`src/rtl/mem_axi_bridge_pkg.sv`:
```
// Shared types and helpers for the cache-port to single-beat AXI4 bridge.
// Holds bus widths, size/response encodings, the FSM state type and strobe generation.
package mem_axi_bridge_pkg;

  localparam int W_ADDR = 32;
  localparam int W_DATA = 32;

  typedef enum logic [1:0] {
    MEM_B = 2'd0,
    MEM_H = 2'd1,
    MEM_W = 2'd2
  } mem_size_e;

  localparam logic [1:0] AXI_OKAY   = 2'b00;
  localparam logic [1:0] AXI_EXOKAY = 2'b01;
  localparam logic [1:0] AXI_SLVERR = 2'b10;
  localparam logic [1:0] AXI_DECERR = 2'b11;

  localparam logic [1:0] AXI_BURST_INCR = 2'b01;

  typedef enum logic [2:0] {
    ST_IDLE  = 3'd0,
    ST_RADDR = 3'd1,
    ST_RDATA = 3'd2,
    ST_WADDR = 3'd3,
    ST_WRESP = 3'd4,
    ST_DONE  = 3'd5
  } bridge_state_e;

  // Size code 3 is not a legal cache size; it is carried as a full word.
  function automatic logic [2:0] size_to_axsize(input logic [1:0] size);
    return (size == 2'd3) ? 3'd2 : {1'b0, size};
  endfunction

  function automatic logic [3:0] size_to_wstrb(input logic [1:0] size, input logic [1:0] addr_lo);
    logic [3:0] strb;
    case (size)
      MEM_B:   strb = 4'b0001 << addr_lo;
      MEM_H:   strb = addr_lo[1] ? 4'b1100 : 4'b0011;
      default: strb = 4'hF;
    endcase
    return strb;
  endfunction

endpackage

```
`src/rtl/mem_axi_bridge.sv`:
```
// Responder for a cache memory port: each single-word request becomes one
// single-beat (len=0, INCR) AXI4 read or write; all outputs come from flops.
module mem_axi_bridge
  import mem_axi_bridge_pkg::*;
#(
  parameter logic [3:0] AXI_ID = 4'd0
) (
  input  logic              clk,
  input  logic              rst,
  // cache side
  input  logic              mem_en,
  input  logic              mem_we,
  input  logic [1:0]        mem_size,
  input  logic [W_ADDR-1:0] mem_addr,
  input  logic [W_DATA-1:0] mem_data_w,
  output logic [W_DATA-1:0] mem_data_r,
  output logic              mem_addr_o,
  output logic              mem_data_o,
  output logic              bus_err,
  // AR / R
  output logic [W_ADDR-1:0] axi_araddr,
  output logic [2:0]        axi_arsize,
  output logic [3:0]        axi_arid,
  output logic [7:0]        axi_arlen,
  output logic [1:0]        axi_arburst,
  output logic              axi_arvalid,
  input  logic              axi_arready,
  input  logic [W_DATA-1:0] axi_rdata,
  input  logic [1:0]        axi_rresp,
  input  logic              axi_rvalid,
  output logic              axi_rready,
  // AW / W / B
  output logic [W_ADDR-1:0] axi_awaddr,
  output logic [2:0]        axi_awsize,
  output logic [3:0]        axi_awid,
  output logic [7:0]        axi_awlen,
  output logic [1:0]        axi_awburst,
  output logic              axi_awvalid,
  input  logic              axi_awready,
  output logic [W_DATA-1:0] axi_wdata,
  output logic [3:0]        axi_wstrb,
  output logic              axi_wlast,
  output logic              axi_wvalid,
  input  logic              axi_wready,
  input  logic [1:0]        axi_bresp,
  input  logic              axi_bvalid,
  output logic              axi_bready
);

  bridge_state_e     state_q;
  logic [W_ADDR-1:0] addr_q;
  logic [W_DATA-1:0] wdata_q;
  logic [W_DATA-1:0] rdata_q;
  logic [2:0]        axsize_q;
  logic [3:0]        wstrb_q;
  logic              arvalid_q, rready_q;
  logic              awvalid_q, wvalid_q, bready_q;
  logic              mem_addr_o_q, mem_data_o_q, bus_err_q;

  // A write channel is still pending while its valid is up and not yet accepted.
  logic aw_pend_d, w_pend_d;
  always_comb begin
    aw_pend_d = awvalid_q & ~axi_awready;
    w_pend_d  = wvalid_q  & ~axi_wready;
  end

  always_ff @(posedge clk or posedge rst) begin
    if (rst) begin
      state_q      <= ST_IDLE;
      addr_q       <= '0;
      wdata_q      <= '0;
      rdata_q      <= '0;
      axsize_q     <= '0;
      wstrb_q      <= '0;
      arvalid_q    <= 1'b0;
      rready_q     <= 1'b0;
      awvalid_q    <= 1'b0;
      wvalid_q     <= 1'b0;
      bready_q     <= 1'b0;
      mem_addr_o_q <= 1'b0;
      mem_data_o_q <= 1'b0;
      bus_err_q    <= 1'b0;
    end else begin
      mem_addr_o_q <= 1'b0;
      mem_data_o_q <= 1'b0;
      case (state_q)
        ST_IDLE: begin
          if (mem_en) begin
            addr_q   <= mem_addr;
            wdata_q  <= mem_data_w;
            axsize_q <= size_to_axsize(mem_size);
            wstrb_q  <= size_to_wstrb(mem_size, mem_addr[1:0]);
            if (mem_we) begin
              awvalid_q <= 1'b1;
              wvalid_q  <= 1'b1;
              state_q   <= ST_WADDR;
            end else begin
              arvalid_q <= 1'b1;
              state_q   <= ST_RADDR;
            end
          end
        end
        ST_RADDR: begin
          if (axi_arready) begin
            arvalid_q    <= 1'b0;
            rready_q     <= 1'b1;
            mem_addr_o_q <= 1'b1;
            state_q      <= ST_RDATA;
          end
        end
        ST_RDATA: begin
          if (axi_rvalid) begin
            rready_q     <= 1'b0;
            rdata_q      <= axi_rdata;
            mem_data_o_q <= 1'b1;
            state_q      <= ST_DONE;
            if (axi_rresp != AXI_OKAY) bus_err_q <= 1'b1;
          end
        end
        ST_WADDR: begin
          awvalid_q <= aw_pend_d;
          wvalid_q  <= w_pend_d;
          if (!aw_pend_d && !w_pend_d) begin
            mem_addr_o_q <= 1'b1;
            bready_q     <= 1'b1;
            state_q      <= ST_WRESP;
          end
        end
        ST_WRESP: begin
          if (axi_bvalid) begin
            bready_q     <= 1'b0;
            mem_data_o_q <= 1'b1;
            state_q      <= ST_DONE;
            if (axi_bresp != AXI_OKAY) bus_err_q <= 1'b1;
          end
        end
        ST_DONE:  state_q <= ST_IDLE;
        default:  state_q <= ST_IDLE;
      endcase
    end
  end

  assign mem_data_r  = rdata_q;
  assign mem_addr_o  = mem_addr_o_q;
  assign mem_data_o  = mem_data_o_q;
  assign bus_err     = bus_err_q;

  assign axi_araddr  = addr_q;
  assign axi_arsize  = axsize_q;
  assign axi_arid    = AXI_ID;
  assign axi_arlen   = 8'd0;
  assign axi_arburst = AXI_BURST_INCR;
  assign axi_arvalid = arvalid_q;
  assign axi_rready  = rready_q;

  assign axi_awaddr  = addr_q;
  assign axi_awsize  = axsize_q;
  assign axi_awid    = AXI_ID;
  assign axi_awlen   = 8'd0;
  assign axi_awburst = AXI_BURST_INCR;
  assign axi_awvalid = awvalid_q;
  assign axi_wdata   = wdata_q;
  assign axi_wstrb   = wstrb_q;
  assign axi_wlast   = 1'b1;
  assign axi_wvalid  = wvalid_q;
  assign axi_bready  = bready_q;

endmodule

```
`config.mk`:
```
export PLATFORM = sky130hd
export DESIGN_NAME = mem_axi_bridge
export DESIGN_NICKNAME = d
export VERILOG_FILES = /design/src/rtl/mem_axi_bridge_pkg.sv /design/src/rtl/mem_axi_bridge.sv
export SDC_FILE = /design/constraint.sdc
export NUM_CORES = 1
export LEC_CHECK = 0
export CORE_ASPECT_RATIO = 0.5
export CORE_MARGIN = 4
export CORE_UTILIZATION = 38
export DETAILED_ROUTE_END_ITERATION = 7
export PLACE_DENSITY = 0.9
export SLEW_MARGIN = 20
export SYNTH_ARGS = -nofsm -noshare
export SYNTH_HDL_FRONTEND = slang
export SYNTH_SLANG_ARGS = --single-unit
```
`constraint.sdc`:
```
create_clock -name clk -period 5.3 [get_ports clk]
set_clock_uncertainty 0.1 [all_clocks]
set_input_delay 1.59 -clock clk [delete_from_list [all_inputs] [get_ports clk]]
set_output_delay 1.59 -clock clk [all_outputs]
set_load 0.02 [all_outputs]
```
==> results.json, run 1 <==
{
  "status": "completed",
  "gr-total-overflow": 0,
  "vdd_ir_drop_max_mv": 0.2800,
  "crit_arrival_ns": 3.41,
  "rows": 28,
  "seqPwrFrac": 0.289,
  "crit_path_start_kind": "input pin",
  "syn_area_mm2": 0.004887,
  "maxCapViolations": 0,
  "vias": 3479,
  "syn_avg_cell_area_um2": 13.84,
  "power.share.combinational": 0.480,
  "finalHoldViolCount": 0,
  "synth_warnings": 0,
  "fin_nets": 691,
  "die_y_um": 88.19,
  "endpoint_kind": "register",
  "synth_async_sr_flop_share": 1.000,
  "yosys_register_bits": 113,
  "ys.flop_type": "dfrtp_1",
  "cts_tree": "yes",
  "yosysMostFrequentCell": "dfrtp_1",
  "dieArea_mm2": 0.01485,
  "synth_area_leader_cell": "dfrtp_1",
  "grt_pass1_vias": 3863,
  "drt_wl_total_mm": 14.22,
  "grt_antenna_before_repair": 0,
  "final-setup-viol-count": 0,
  "period_needed_ns": 3.245,
  "gp_congestion": 0.8149,
  "worstSetupPathType": "in -> reg",
  "fin_ws_ns": 2.055,
  "p_int_mw": 3.592,
  "grt_use_total": 0.1871,
  "initial_utilization": 0.4009,
  "switching_share": 0.3567,
  "die_w_um": 168.4,
  "ant_nets": 0,
  "core_mm2": 0.01219,
  "drt_iter0_drc": 156,
  "numCtsBuffers": 17,
  "synth_edf_count": 0,
  "dr.pass1.iters": 4,
  "place_worst_setup_slack_ns": 1.669,
  "fin_setup_tns_ns": 0,
  "drc": 0,
  "htree_levels": 4,
  "cts_buffer_depth": 2,
  "rsz0062_at_grt": "false",
  "synth.area.top_cells": "dfrtp_1 (58%), mux2_2 (18%), buf_4 (11%), mux2_1 (4.1%), a21oi_1 (1.0%)",
  "hp-class": "reg -> reg",
  "cts.hold.buffers_added": 0,
  "post_cts_buffers": 0,
  "diodes": 0,
  "insertion_delay_ns": 0.39,
  "drive_gt1_frac": 0.2007,
  "clk_pin_slew_ns": 0.05,
  "routedWlPerCell_um": 18.76,
  "synth.distinct_cells": 31,
  "syn_inst": 353,
  "switchingPower_mw": 1.991,
  "worst-path-max-fanout": 60,
  "grt_first_pass_wirelength_mm": 21.40,
  "grt_start_max_net_pins": 61,
  "ys_top_cells_by_count": "dfrtp_1 (113), mux2_2 (79), buf_4 (73)",
  "required_ns": 5.47,
  "synth.yosys.seq_area_share": 0.5786,
  "cts-root-buf": "clkbuf_16",
  "slew_headroom": 0.4916,
  "period_share": 0.6122,
  "dp.final_hpwl_mm": 10.85,
  "tightest_slew_ns": 0.7626,
  "fin_hold_ws_ns": 0.4027,
  "via_per_inst": 4.590,
  "portBuffers": 254,
  "p_per_area_mw_per_mm2": 709.8,
  "clockPowerShare": 0.231,
  "syn_to_final_growth_pct": 60.96,
  "cts_sinks": 113,
  "io_pins": 286,
  "slew_viol_final": 0,
  "synth_top_area_share": 0.5786,
  "post_cts_resized": 0,
  "p_leak_nw": 3.305,
  "fmax_ghz": 0.3082
}
-- area by class of cell --
type                       instances  area, um2
timing repair buffer             259       2580
fill                             912       4325
inverter                           7      28.78
tap                              165      206.4
sequential                       113       2828
multi-input combinational        182       1556
clock buffer                      20      456.7
clock inverter                    12      210.2
-- registers in the layout, summed over array words and instances, names as in the netlist --
name,count
mem_data_r,32
axi_awvalid,1
axi_arvalid,1
axi_wstrb,4
mem_data_o,1
axi_wvalid,1
axi_arsize,2
bus_err,1
axi_araddr,32
axi_bready,1
axi_rready,1
axi_wdata,32
state_q,3
mem_addr_o,1
-- kinds of logic after synthesis --
group / synth area share
and+or+nand+nor: 0.03251
AOI/OAI and AO/OA: 0.03559
other: 0.001537
muxes: 0.2235
buffers and inverters: 0.1283
DFF: 0.5786
-- layer usage --
metal / routed length, um / vias to the layer above / GRT usage / part of all wire
met2: 8399 / 107 / 0.3697 / 0.59
met5: 0 / - / 0 / 0
met3: 492 / 23 / 0.03968 / 0.035
li1: - / 1577 / - / -
met1: 5032 / 1772 / 0.1974 / 0.35
met4: 299 / 0 / 0.07658 / 0.021
-- metrics by stage --
step | cells | power (mW) | area (um2) | util
finish | 758 | 5.583 | 7866 | 0.6452
global route | 758 | 5.829 | 7866 | 0.6452
CTS | 758 | 5.649 | 7866 | 0.6452
detailed placement | 726 | 4.317 | 7199 | 0.5905
global placement | 726 | 4.230 | 7199 | 0.5905
floorplan | 382 | 3.113 | 4996 | -
-- worst max-delay path, cell delays in order --
cell,delay (ns)
clkdlybuf4s50_1,0.50
nor4b_4,0.23
buf_4,0.64
mux2_2,0.43
-- power groups by stage --
stage               logic [mW]  registers (mW)  clock network (mW)
floorplan                 1.06            2.06                   0
global placement          2.64            1.59                   0
detailed placement        2.70            1.62                   0
CTS                       2.72            1.62                1.32
global route              2.80            1.68                1.36
finish                    2.68            1.61                1.29
-- cell usage in the layout, fill, tap and decap left out, drive strengths merged, types with 2 or more instances in the layout --
master / synthesis / layout
clkinv: 0 / 6
nand2: 4 / 4
nor2b: 4 / 4
nor2: 8 / 8
o21ai: 4 / 4
a21oi: 10 / 10
mux2: 97 / 97
buf: 79 / 5
nand2b: 4 / 4
bufinv: 0 / 6
a31oi: 4 / 4
inv: 7 / 7
clkbuf: 1 / 20
clkdlybuf4s50: 0 / 254
nand3: 2 / 2
dfrtp: 113 / 113
conb: 2 / 31
-- path summary, 6_finish.rpt --
check | start | to | slack, ns | depth (start not counted)
setup / recovery | mem_en | axi_wdata[22]$_DFFE_PP0P_ | 2.06 | 4
hold / removal | axi_wdata[27]$_DFFE_PP0P_ | axi_wdata[27]$_DFFE_PP0P_ | 0.40 | 1
setup reg to reg | state_q[0]$_DFFE_PP0P_ | axi_wdata[22]$_DFFE_PP0P_ | 3.07 | 3
hold reg to reg | axi_wdata[27]$_DFFE_PP0P_ | axi_wdata[27]$_DFFE_PP0P_ | 0.40 | 1
max in group asynchronous | rst | axi_arsize[1]$_DFFE_PP0P_ | 2.61 | 3
min in group asynchronous | rst | mem_data_r[19]$_DFFE_PP0P_ | 1.59 | 2
Note: power is estimated with default switching activity, not from simulation.
==> run 2, diff against run 1 <==
--- a/config.mk
+++ b/config.mk
@@ -7,9 +7,9 @@
 export LEC_CHECK = 0
 export CORE_ASPECT_RATIO = 0.5
 export CORE_MARGIN = 4
-export CORE_UTILIZATION = 38
+export CORE_UTILIZATION = 34
 export DETAILED_ROUTE_END_ITERATION = 7
-export PLACE_DENSITY = 0.9
+export PLACE_DENSITY = 0.85
 export SLEW_MARGIN = 20
 export SYNTH_ARGS = -nofsm -noshare
 export SYNTH_HDL_FRONTEND = slang
==> constraint.sdc (replaced) <==
create_clock -name clk -period 2.6 [get_ports clk]
set_clock_uncertainty 0.1 [all_clocks]
set_input_delay 0.78 -clock clk [delete_from_list [all_inputs] [get_ports clk]]
set_output_delay 0.78 -clock clk [all_outputs]
set_load 0.02 [all_outputs]
==> run 2 against run 1 <==
Compared with the run above:
- non-clock buffer count rose by 2
- hold slack barely moved
- global-route usage fell by 2.1 points
- core utilization fell by 7.1 points
- clock power rose by 100%
- combinational power rose by 100%
- die area rose by 11%
- register-to-register slack got worse by 2.4 ns
- critical endpoint is now axi_awaddr[0]
==> results.json, run 2 (synthesis gave the netlist of run 1 again) <==
{
  "status": "completed",
  "maxCapViolations": 0,
  "place_area_mm2": 0.007287,
  "reg2reg_to": "axi_wdata[14]$_DFFE_PP0P_",
  "core_mm2": 0.01381,
  "crit_arrival_ns": 1.42,
  "top_layer": "met4",
  "dp.final_hpwl_mm": 10.43,
  "place_worst_setup_slack_ns": 0.009770,
  "diodes": 0,
  "gp_congestion": 0.7586,
  "cp_top_family": "buffers and inverters",
  "vias": 3461,
  "ant_nets": 0,
  "required_ns": 1.72,
  "insertion_delay_ns": 0.40,
  "drt-met1-wl_mm": 4.788,
  "mostFrequentLayoutCells": "clkdlybuf4s50_1 (254), dfrtp_1 (113), mux2_2 (79)",
  "worstSetupPathType": "reg -> out",
  "grt_first_pass_wirelength_mm": 21.11,
  "rr_worst_depth": 3,
  "slew_viol_final": 0,
  "slowest_delay_ns": 0.64,
  "worst-path-max-fanout": 3,
  "drive_gt1_frac": 0.2000,
  "p_per_area_mw_per_mm2": 1423,
  "grt_start_max_net_pins": 66,
  "io_pins": 286,
  "routedWlPerCell_um": 17.42,
  "cts_sinks": 113,
  "path_cells": "clkdlybuf4s50_1",
  "layout_commonest_cell": "clkdlybuf4s50_1",
  "fin_ws_ns": 0.3000,
  "total_power_mw": 11.29,
  "initial_utilization": 0.3538,
  "via_per_inst": 4.398,
  "drt_wl_total_mm": 13.71,
  "portBuffers": 254,
  "cts.hold.buffers_added": 0,
  "die_y_um": 92.78,
  "p_leak_nw": 3.308,
  "cp-endpoint": "axi_awaddr[0]",
  "cts-root-buf": "clkbuf_16",
  "fmax_ghz": 0.4348,
  "r2r-start": "state_q[0]$_DFFE_PP0P_",
  "met3_length_um": 639,
  "cts_buffer_depth": 2,
  "syn_to_final_growth_pct": 62.39,
  "final-setup-viol-count": 0,
  "r2r_setup_slack_ns": 0.64,
  "fin_setup_tns_ns": 0,
  "vdd_ir_drop_max_mv": 0.5884,
  "final_util": 0.5745,
  "startpoint": "axi_araddr[0]$_DFFE_PP0P_",
  "rows": 30,
  "post_cts_resized": 0,
  "clk_pin_slew_ns": 0.06,
  "fin_nets": 693,
  "dr.pass1.iters": 4,
  "gr-total-overflow": 0,
  "numCtsBuffers": 17,
  "cts_tree": "yes",
  "final_cell_area_mm2": 0.007936,
  "endpoint_kind": "output pin",
  "rsz0062_at_grt": "false",
  "cpMaxStageDelayCell": "clkdlybuf4s50_1",
  "grt_use_total": 0.1660,
  "nFillCells": 1147,
  "grt_antenna_before_repair": 0,
  "grt_pass1_vias": 3715,
  "hp-class": "reg -> reg",
  "multi_input_area_mm2": 0.001556,
  "regArea_mm2": 0.002828,
  "dr_wl_met2_mm": 7.843,
  "critical_path_depth": 1,
  "htree_levels": 4,
  "die_w_um": 177.6,
  "period_share": 0.8846,
  "finalHoldViolCount": 0,
  "dieArea_mm2": 0.01647,
  "crit_path_start_kind": "register",
  "drt_iter0_drc": 136,
  "period_needed_ns": 2.300,
  "post_cts_buffers": 0,
  "path_buf_inv": 1,
  "drc": 0
}
==> run 2: cell count changes in the layout (fill, tap and decap cells not counted) <==
cell	delta
clkinvlp_4	+2
buf_4	-1
inv_4	-1
clkbuf_8	-2
clkinv_2	-1
clkbuf_1	+2
buf_12	+3
==> run 2: worst min path at each step <==
stage	startpoint	end	slack, ns	cells past startpoint
4_1_cts	axi_wdata[28]$_DFFE_PP0P_	axi_wdata[28]$_DFFE_PP0P_	0.41	1
3_5_place_dp	mem_data_r[9]$_DFFE_PP0P_	mem_data_r[9]$_DFFE_PP0P_	0.39	1
5_1_grt	mem_data_r[31]$_DFFE_PP0P_	mem_data_r[31]$_DFFE_PP0P_	0.42	1
6_report	axi_wdata[28]$_DFFE_PP0P_	axi_wdata[28]$_DFFE_PP0P_	0.40	1
2_1_floorplan	bus_err$_DFFE_PP0P_	bus_err$_DFFE_PP0P_	0.50	2
3_3_place_gp	bus_err$_DFFE_PP0P_	bus_err$_DFFE_PP0P_	0.38	2
==> run 2: layer usage <==
| layer | vias up | GRT usage |
|---|---|---|
| li1 | 1578 | - |
| met1 | 1732 | 0.1767 |
| met2 | 121 | 0.3163 |
| met3 | 30 | 0.03263 |
| met4 | 0 | 0.07846 |
| met5 | - | 0 |
==> run 2: metrics by stage <==
step / instances / hold WS [ns]
floorplan: 382 / 0.5047
global placement: 755 / 0.3809
detailed placement: 755 / 0.3947
CTS: 787 / 0.4063
global route: 787 / 0.4169
finish: 787 / 0.4024
==> run 2: cell type report <==
class | count | area share
clock inverter | 12 | 0.02680
tap | 192 | 0.03027
multi-input combinational | 182 | 0.1961
clock buffer | 20 | 0.05502
inverter | 7 | 0.003784
sequential | 113 | 0.3563
timing repair buffer | 261 | 0.3317
==> run 2: power breakdown <==
group,switching (mW),internal [mW]
sequential,0.598,2.65
combinational,2.60,2.86
clock,0.796,1.79
total,4.00,7.29
